--- config.mk ---
export PLATFORM = sky130hd
export DESIGN_NAME = nand_gate_exerciser_flat
export DESIGN_NICKNAME = d
export VERILOG_FILES = /design/src/rtl/nand_gate_exerciser_if.sv /design/src/rtl/nand_gate_exerciser.sv /design/src/flat_wrapper.sv
export SDC_FILE = /design/constraint.sdc
export NUM_CORES = 1
export LEC_CHECK = 0
export BUFFER_PORTS_ARGS = -buffer_cell sky130_fd_sc_hd__buf_2
export CORE_UTILIZATION = 30
export DETAILED_ROUTE_END_ITERATION = 8
export GPL_TIMING_DRIVEN = 0
export HOLD_SLACK_MARGIN = 0.1
export PLACE_DENSITY = 0.48
export SYNTH_ARGS = -nofsm -noshare
export SYNTH_HDL_FRONTEND = slang
export SYNTH_SLANG_ARGS = --single-unit
--- constraint.sdc ---
create_clock -name clk -period 1.6 [get_ports clk]
set_input_delay 0.08 -clock clk [delete_from_list [all_inputs] [get_ports clk]]
set_output_delay 0.08 -clock clk [all_outputs]
set_load 0.005 [all_outputs]
--- src/rtl/nand_gate_exerciser_if.sv ---
// rtl/nand_gate_exerciser_if.sv - control, gate and result signals of the NAND gate exerciser
interface nand_gate_exerciser_if #(
  parameter int ERR_W = 8
);
  logic             start;
  logic             loop;
  logic             c;
  logic             a;
  logic             b;
  logic             busy;
  logic             done;
  logic             pass;
  logic [ERR_W-1:0] err_cnt;
  logic [3:0]       fail_vec;

  modport master (
    output start, loop, c,
    input  a, b, busy, done, pass, err_cnt, fail_vec
  );

  modport slave (
    input  start, loop, c,
    output a, b, busy, done, pass, err_cnt, fail_vec
  );
endinterface

--- src/rtl/nand_gate_exerciser.sv ---
// rtl/nand_gate_exerciser.sv - steps a 2-input NAND through all vectors and checks its output
module nand_gate_exerciser #(
  parameter int DWELL  = 4,
  parameter int SETTLE = 2,
  parameter int ERR_W  = 8
) (
  input  logic                 clk,
  input  logic                 rst_n,
  nand_gate_exerciser_if.slave bus
);
  localparam int DCNT_W = $clog2(DWELL);
  localparam logic [DCNT_W-1:0] SAMPLE_AT = DCNT_W'(SETTLE);
  localparam logic [DCNT_W-1:0] LAST_AT   = DCNT_W'(DWELL - 1);

  typedef enum logic [1:0] {IDLE, RUN, FIN} state_e;

  state_e            state_q, state_d;
  logic [1:0]        vec_q, vec_d;
  logic [DCNT_W-1:0] dcnt_q, dcnt_d;
  logic              a_q, a_d;
  logic              b_q, b_d;
  logic              busy_q, busy_d;
  logic              done_q, done_d;
  logic              pass_q, pass_d;
  logic              perr_q, perr_d;
  logic [ERR_W-1:0]  err_q, err_d;
  logic [3:0]        fail_q, fail_d;
  logic              mismatch;

  // a_q/b_q always equal vec_q while in RUN, so they form the expected-value reference
  assign mismatch = (state_q == RUN) && (dcnt_q == SAMPLE_AT) && (bus.c != ~(a_q & b_q));

  always_comb begin
    state_d = state_q;
    vec_d   = vec_q;
    dcnt_d  = dcnt_q;
    a_d     = a_q;
    b_d     = b_q;
    done_d  = 1'b0;
    pass_d  = pass_q;
    perr_d  = perr_q;
    err_d   = err_q;
    fail_d  = fail_q;

    if (mismatch) begin
      perr_d         = 1'b1;
      fail_d[vec_q]  = 1'b1;
      if (err_q != {ERR_W{1'b1}}) err_d = err_q + 1'b1;
    end

    unique case (state_q)
      IDLE: begin
        {a_d, b_d} = 2'b00;
        if (bus.start) begin
          state_d = RUN;
          vec_d   = 2'd0;
          dcnt_d  = '0;
          err_d   = '0;
          fail_d  = '0;
          perr_d  = 1'b0;
        end
      end
      RUN: begin
        dcnt_d = dcnt_q + 1'b1;
        if (dcnt_q == LAST_AT) begin
          dcnt_d = '0;
          if (vec_q == 2'd3) begin
            state_d    = FIN;
            done_d     = 1'b1;
            // perr_d already includes a sample taken on this same edge
            pass_d     = ~perr_d;
            {a_d, b_d} = 2'b11;
          end else begin
            vec_d      = vec_q + 2'd1;
            {a_d, b_d} = vec_q + 2'd1;
          end
        end
      end
      FIN: begin
        {a_d, b_d} = 2'b00;
        vec_d      = 2'd0;
        dcnt_d     = '0;
        if (bus.loop) begin
          state_d = RUN;
          perr_d  = 1'b0;
        end else begin
          state_d = IDLE;
        end
      end
      default: state_d = IDLE;
    endcase

    busy_d = (state_d != IDLE);
  end

  always_ff @(posedge clk or negedge rst_n) begin
    if (!rst_n) begin
      state_q <= IDLE;
      vec_q   <= 2'd0;
      dcnt_q  <= '0;
      a_q     <= 1'b0;
      b_q     <= 1'b0;
      busy_q  <= 1'b0;
      done_q  <= 1'b0;
      pass_q  <= 1'b0;
      perr_q  <= 1'b0;
      err_q   <= '0;
      fail_q  <= '0;
    end else begin
      state_q <= state_d;
      vec_q   <= vec_d;
      dcnt_q  <= dcnt_d;
      a_q     <= a_d;
      b_q     <= b_d;
      busy_q  <= busy_d;
      done_q  <= done_d;
      pass_q  <= pass_d;
      perr_q  <= perr_d;
      err_q   <= err_d;
      fail_q  <= fail_d;
    end
  end

  assign bus.a        = a_q;
  assign bus.b        = b_q;
  assign bus.busy     = busy_q;
  assign bus.done     = done_q;
  assign bus.pass     = pass_q;
  assign bus.err_cnt  = err_q;
  assign bus.fail_vec = fail_q;
endmodule

--- src/flat_wrapper.sv ---
// flat-port wrapper written by rule: the top's interface ports become plain ports
module nand_gate_exerciser_flat 
#(
  parameter int DWELL  = 4,
  parameter int SETTLE = 2,
  parameter int ERR_W  = 8
)
  (clk, rst_n, bus_start, bus_loop, bus_c, bus_a, bus_b, bus_busy, bus_done, bus_pass, bus_err_cnt, bus_fail_vec);
  nand_gate_exerciser_if #(.ERR_W(ERR_W)) bus_i ();
  input  logic clk;
  input  logic rst_n;
  input wire logic [$bits(bus_i.start)-1:0] bus_start;
  input wire logic [$bits(bus_i.loop)-1:0] bus_loop;
  input wire logic [$bits(bus_i.c)-1:0] bus_c;
  output wire logic [$bits(bus_i.a)-1:0] bus_a;
  output wire logic [$bits(bus_i.b)-1:0] bus_b;
  output wire logic [$bits(bus_i.busy)-1:0] bus_busy;
  output wire logic [$bits(bus_i.done)-1:0] bus_done;
  output wire logic [$bits(bus_i.pass)-1:0] bus_pass;
  output wire logic [$bits(bus_i.err_cnt)-1:0] bus_err_cnt;
  output wire logic [$bits(bus_i.fail_vec)-1:0] bus_fail_vec;
  assign bus_i.start = bus_start;
  assign bus_i.loop = bus_loop;
  assign bus_i.c = bus_c;
  assign bus_a = bus_i.a;
  assign bus_b = bus_i.b;
  assign bus_busy = bus_i.busy;
  assign bus_done = bus_i.done;
  assign bus_pass = bus_i.pass;
  assign bus_err_cnt = bus_i.err_cnt;
  assign bus_fail_vec = bus_i.fail_vec;
  nand_gate_exerciser #(.DWELL(DWELL), .SETTLE(SETTLE), .ERR_W(ERR_W)) u_core (.clk(clk), .rst_n(rst_n), .bus(bus_i));
endmodule
Word level (Yosys, flattened, before mapping)
Index checks and enable logic that the tools add are counted.
{"block": "op_classes", "eq_ne": 10, "addsub": 3, "n_mux": 33, "div_mod_pow": 0, "order_cmp": 2, "reduce_logical": 12, "shift": 0, "n_bitwise": 4, "mul": 0}
{"cell": "2-to-1 mux 8 bit", "count": 4}
{"cell": "one-hot mux 2 bit (3 select lines)", "count": 3}
{"cell": "2-to-1 mux 2 bit", "count": 7}
{"cell": "2-to-1 mux 1 bit", "count": 12}
{"cell": "2-to-1 mux 4 bit", "count": 3}
{"cell": "adder 8 x 1 -> 8 bit (second input constant)", "count": 1}
{"cell": "== test 2 bit (second input constant)", "count": 4}
{"cell": "!= test 8 bit (second input constant)", "count": 1}
{"cell": "!= test 2 bit (second input constant)", "count": 3}
{"cell": "one-hot mux 1 bit (2 select lines)", "count": 3}
{"cell": "adder 2 x 1 -> 2 bit (second input constant)", "count": 2}
{"cell": "OR 4 bit", "count": 1}
{"cell": "AND reduction 2 bit", "count": 2}
{"cell": "AND reduction 4 bit", "count": 1}
{"cell": "nonzero test 2 bit", "count": 2}
{"cell": "logical AND 1 bit", "count": 3}
{"cell": "< comparator 2 x 3 -> 1 bit (second input constant)", "count": 1}
{"cell": "AND reduction 3 bit", "count": 1}
{"cell": "nonzero test 3 bit", "count": 1}
{"cell": "demux 1 bit (select 2 bit)", "count": 1}
{"cell": "== test 2 x 1 -> 1 bit (second input constant)", "count": 1}
{"cell": "greater-or-equal comparator 2 x 1 -> 1 bit (second input constant)", "count": 1}
{"cell": "zero test 2 bit", "count": 1}
{"cell": "NOT 1 bit", "count": 2}
{"cell": "3 further kinds", "count": 3}
{"block": "word_totals", "latch_bits": 0, "register_bits": 24, "mem_bits_ro": 0, "ramBits": 0, "output_inout_bits": 17, "mem_count": 0, "in_bits": 5}

Logic depth before layout (Yosys ltp)
{"block": "depth", "word_depth": 8, "ltp_mapped": 6, "depth_no_buf": 6}

Worst setup path before layout
OpenSTA, ideal clock, no wires.
{"block": "synth_path", "kind": "register to register", "start": "register u_core.err_q[0] (netlist: u_core.bus.err_cnt[0])", "end": "register u_core.err_q[3] (netlist: u_core.bus.err_cnt[3])", "path_stages_with_launch": 7, "setup_ns": 0.078, "setup_slack_ns": -0.076, "t_required_ns": 1.522, "path_buffers": 1, "t_arrival_ns": 1.598, "period_less_slack_ns": 1.676, "path_cell_list": "dfrtp_1 -> ha_1 -> nand3_1 -> nor2b_4 -> buf_6 -> or4_1 -> a21oi_1"}
{"block": "synth_via", "elab_chain_len": 5, "word_cells_on_any_way": 6, "classes_between": "1 x add/sub; 1 x eq/ne; 4 x mux"}
{"item": "start, declared", "line": "nand_gate_exerciser.sv:26", "text": "logic [ERR_W-1:0] err_q, err_d;"}
{"item": "start signal, assigned", "line": "nand_gate_exerciser.sv:119", "text": "err_q <= err_d;"}
{"item": "adder 8 x 1 -> 8 bit or != test 8 bit (tied branches)", "line": "nand_gate_exerciser.sv:48", "text": "if (err_q != {ERR_W{1'b1}}) err_d = err_q + 1'b1;"}
{"item": "2-to-1 mux 8 bit *", "line": "nand_gate_exerciser.sv:48"}
{"item": "2-to-1 mux 8 bit *", "line": "nand_gate_exerciser.sv:45", "text": "if (mismatch) begin"}
{"item": "2-to-1 mux 8 bit", "line": "nand_gate_exerciser.sv:54", "text": "if (bus.start) begin"}
{"item": "2-to-1 mux 8 bit *", "line": "nand_gate_exerciser.sv:51", "text": "unique case (state_q)"}
{"item": "via u_core.err_d[3]", "line": "nand_gate_exerciser.sv:26"}
Mark *: on every way through the listed nets, which the timed path passes. The rest lies on a longest branch.
A chain may end at the register's enable or synchronous reset.

Worst setup path after layout
{"block": "layout_path", "start": "register u_core.err_q[1] (netlist: u_core.bus.err_cnt[1])", "end": "register u_core.err_q[5] (netlist: u_core.bus.err_cnt[5])"}
Same word-level chain as after synthesis.

==> flow_metrics.env <==
export IMPL_relSlewSlack=0.6296
export IMPL_maxCapViolations=0
export IMPL_fp_dieW_um=66.84
export IMPL_drive_gt1_frac=0.3481
export IMPL_grt_pass1_wl_um=4802
export IMPL_r2r_start="u_core.bus.err_cnt[1]$_DFF_PN0_"
export IMPL_htreeDepth=1
export IMPL_synth_top_cells_by_count="dfrtp_1 (24), a21oi_1 (13), nor2_1 (13), ha_1 (9), nand2_1 (9)"
export IMPL_clk_pin_slew_worst_paths_ps=90
export IMPL_leakage_uw=0.0007387
export IMPL_overflow=0
export IMPL_yosysMostFrequentCell="dfrtp_1"
export IMPL_p_switching_uw=946.1
export IMPL_rr_worst_depth=5
export IMPL_synth_top_flop_cell="dfrtp_1"
export IMPL_hold_depth=4
export IMPL_final_hold_viol_count=0
export IMPL_ir_drop_mv=0.5659
export IMPL_yosys_top_cells_area="dfrtp_1 (48%), ha_1 (8.9%), a21oi_1 (5.2%), nor2_1 (3.9%), nand2_1 (2.7%)"
export IMPL_p_clk_frac=0.171
export IMPL_synth_top_area_share=0.4762
export IMPL_syn_avg_cell_area_um2=9.931
export IMPL_synth_top_area_cell="dfrtp_1"
export IMPL_tightest_slew_ps=555.6
export IMPL_ctsRootBufferMaster="clkbuf_8"
export IMPL_netSwitchingFraction=0.3776
export IMPL_die_area_um2=4468
export IMPL_worst_endpoint_arrival_ps=1810
export IMPL_ff2ff_setup_slack_ps=2
export IMPL_synthCells=127
export IMPL_p_comb_frac=0.439
export IMPL_finalCritPeriodShare=0.9987
export IMPL_async_flop_share=1.000
export IMPL_cts_buffer_depth=2
export IMPL_p_int_uw=1559
export IMPL_antenna_found_initial=0
export IMPL_hold_end="u_core.perr_q$_DFF_PN0_"
export IMPL_ys_seq_area_frac=0.4762
export IMPL_tritoncts="built"
export IMPL_ant_nets=0
export IMPL_rows=23
export IMPL_final_nets=173
export IMPL_p_seq_frac=0.390
export IMPL_crit_type="flip-flop to flip-flop"
export IMPL_final_cells=208
export IMPL_worstPathRequired_ps=1810
export IMPL_synth_xor_area_share=0
export IMPL_wl_um=2976
export IMPL_ios=22
export IMPL_r2r_end="u_core.bus.err_cnt[5]$_DFF_PN0_"
export IMPL_syn_to_final_growth_pct=30.26
export IMPL_final_setup_tns_ps=0
export IMPL_grt_max_degree=25
export IMPL_grt_pass1_vias=1016
export IMPL_fp_coreArea_um2=4029
export IMPL_clock_skew_ps=1.814
export IMPL_ys_types=38
export IMPL_critPathMaxFanout=3
export IMPL_worstSetupStartpointType="flip-flop"
export IMPL_viasPerCell=5.111
export IMPL_ys_warn_count=0
export IMPL_synthAdderAreaFrac=0.08929
export IMPL_port_buffers=21
export IMPL_cts_buffers=3
export IMPL_finalCoreUtilization=0.4078
export IMPL_min_delay_start="bus_loop"
export IMPL_die_h_um=66.84
export IMPL_outcome="finished clean"
export IMPL_synth_top_family_by_area="compound AO/OA/AOI/OAI gates"
export IMPL_report_final_slew_viol_count=0
export IMPL_vias=1063
export IMPL_dp_cells=198
export IMPL_fillCellCount=405
export IMPL_setup_violations=0
export IMPL_rsz0062_at_grt="yes"
export IMPL_endpoint_kind="flip-flop"
export IMPL_cts_sinks=24
export IMPL_ff_latch_area_um2=603.1
export IMPL_remaining_drc_errors=0
export IMPL_synthMuxAreaShare=0.01687
export IMPL_synth_compound_area_share=0.1885
export IMPL_diodes=0
export IMPL_initial_utilization=0.3130
export IMPL_multi_input_area_um2=691.9
export IMPL_grt_usage=0.1477
export IMPL_layout_min_cycle_time_ps=1598
export IMPL_synth_simple_area_share=0.1796
export IMPL_gp_congestion=0.7528
export IMPL_hold_ws_ps=186.5
export IMPL_power_total_uw=2505
export IMPL_dpl_hpwl_um=1989
export IMPL_powerDensity_nw_per_um2=1525
export IMPL_first_iter_violations=19
export IMPL_max_clock_freq_ghz=0.6258
export IMPL_synth_edf_count=0
export IMPL_syn_area_um2=1261
export IMPL_syn_nets=141
export IMPL_synth_seq_cells=24
export IMPL_hold_class="primary input to flip-flop"
export IMPL_routedWlPerCell_um=14.31
export IMPL_drt_pre_antenna_iters=5
export IMPL_clk_latency_ps=270
routing by layer:
layer / wire length [um] / global-route usage / up-vias
li1: - / - / 519
met1: 1407 / 0.1937 / 519
met2: 1406 / 0.2386 / 20
met3: 111 / 0.02226 / 5
met4: 51 / 0.06383 / 0
met5: 0 / 0 / -
registers in the layout, indices dropped and copies added (netlist names):
signal,cells
u_core.dcnt_q,2
u_core.vec_q,2
u_core.bus.pass,1
u_core.bus.b,1
u_core.bus.fail_vec,4
u_core.perr_q,1
u_core.state_q,2
u_core.bus.done,1
u_core.bus.a,1
u_core.bus.err_cnt,8
u_core.bus.busy,1
what timing repair did:
item	CTS	global route
buffers inserted	5	1
resized for setup	5	19
hold buffers	1	0
hold endpoints to repair	24	0
endpoints found under the setup margin	7	11
pin swaps	3	1
cells in the final DEF, fill, tap and decap left out, types with 2 or more instances in the layout:
master / synthesis / layout
ha_1: 9 / 6
nand2_1: 9 / 9
nor2b_4: 1 / 2
nand3_1: 3 / 2
buf_6: 1 / 3
o31ai_1: 4 / 4
a21oi_2: 0 / 3
nor3_1: 2 / 2
o211a_1: 2 / 2
and3_1: 3 / 3
or3_1: 2 / 2
o211ai_1: 2 / 2
a21oi_1: 13 / 10
nor2_1: 13 / 13
buf_2: 2 / 22
clkbuf_8: 0 / 4
o22ai_1: 2 / 2
inv_1: 8 / 7
ha_4: 0 / 2
dfrtp_1: 24 / 22
o21ai_0: 3 / 3
a211oi_1: 2 / 2
dfrtp_2: 0 / 2
buf_4: 0 / 5
per-stage QoR:
step	cell area (um2)	setup slack, ps
6_report	1643	2.016
5_1_grt	1643	-61.41
4_1_cts	1559	0.4371
3_5_place_dp	1436	-87.62
3_3_place_gp	1436	-70.92
2_1_floorplan	1269	24.13
power by group through the flow:
| stage | Sequential (uW) | Clock (uW) | Combinational [uW] |
|---|---|---|---|
| 4_1_cts | 963 | 444 | 980 |
| 5_1_grt | 1010 | 467 | 1240 |
| 6_report | 977 | 429 | 1100 |
| 2_1_floorplan | 959 | 0 | 576 |
| 3_3_place_gp | 961 | 0 | 864 |
| 3_5_place_dp | 977 | 0 | 878 |
cells by family after synthesis:
kind of cell,count (synthesis)
AOI/OAI and AO/OA,35
adders and majority gates,9
buffers and inverters,14
DFF,24
muxes,2
and+or+nand+nor,43
how the worst max path moves through the flow:
stage	start	end	slack, ps	depth (start not counted)
3_3_place_gp	u_core.bus.a$_DFFE_PN0P_	u_core.bus.pass$_DFFE_PN0P_	-70	5
5_1_grt	u_core.bus.err_cnt[1]$_DFF_PN0_	u_core.bus.err_cnt[5]$_DFF_PN0_	-60	5
2_1_floorplan	u_core.bus.err_cnt[0]$_DFF_PN0_	u_core.bus.err_cnt[3]$_DFF_PN0_	20	6
3_5_place_dp	u_core.bus.a$_DFFE_PN0P_	u_core.bus.pass$_DFFE_PN0P_	-90	5
6_report	u_core.bus.err_cnt[1]$_DFF_PN0_	u_core.bus.err_cnt[5]$_DFF_PN0_	2	5
4_1_cts	u_core.dcnt_q[0]$_DFFE_PN0P_	u_core.bus.err_cnt[3]$_DFF_PN0_	0.4	5
worst max-delay path: stages, from the launching register on:
cell and delay [ps]:
dfrtp_1 420, buf_4 130, nand4_1 120, or2_1 250
or4_1 490, a21oi_2 130
layout make-up:
cell class	count	share of cell area
Buffer	5	0.02209
Clock buffer	4	0.03351
Inverter	8	0.01828
Multi-Input combinational cell	89	0.4212
Sequential cell	24	0.3671
Tap cell	50	0.03808
Timing Repair Buffer	28	0.09977
Note: power is estimated with default switching activity, not from simulation.
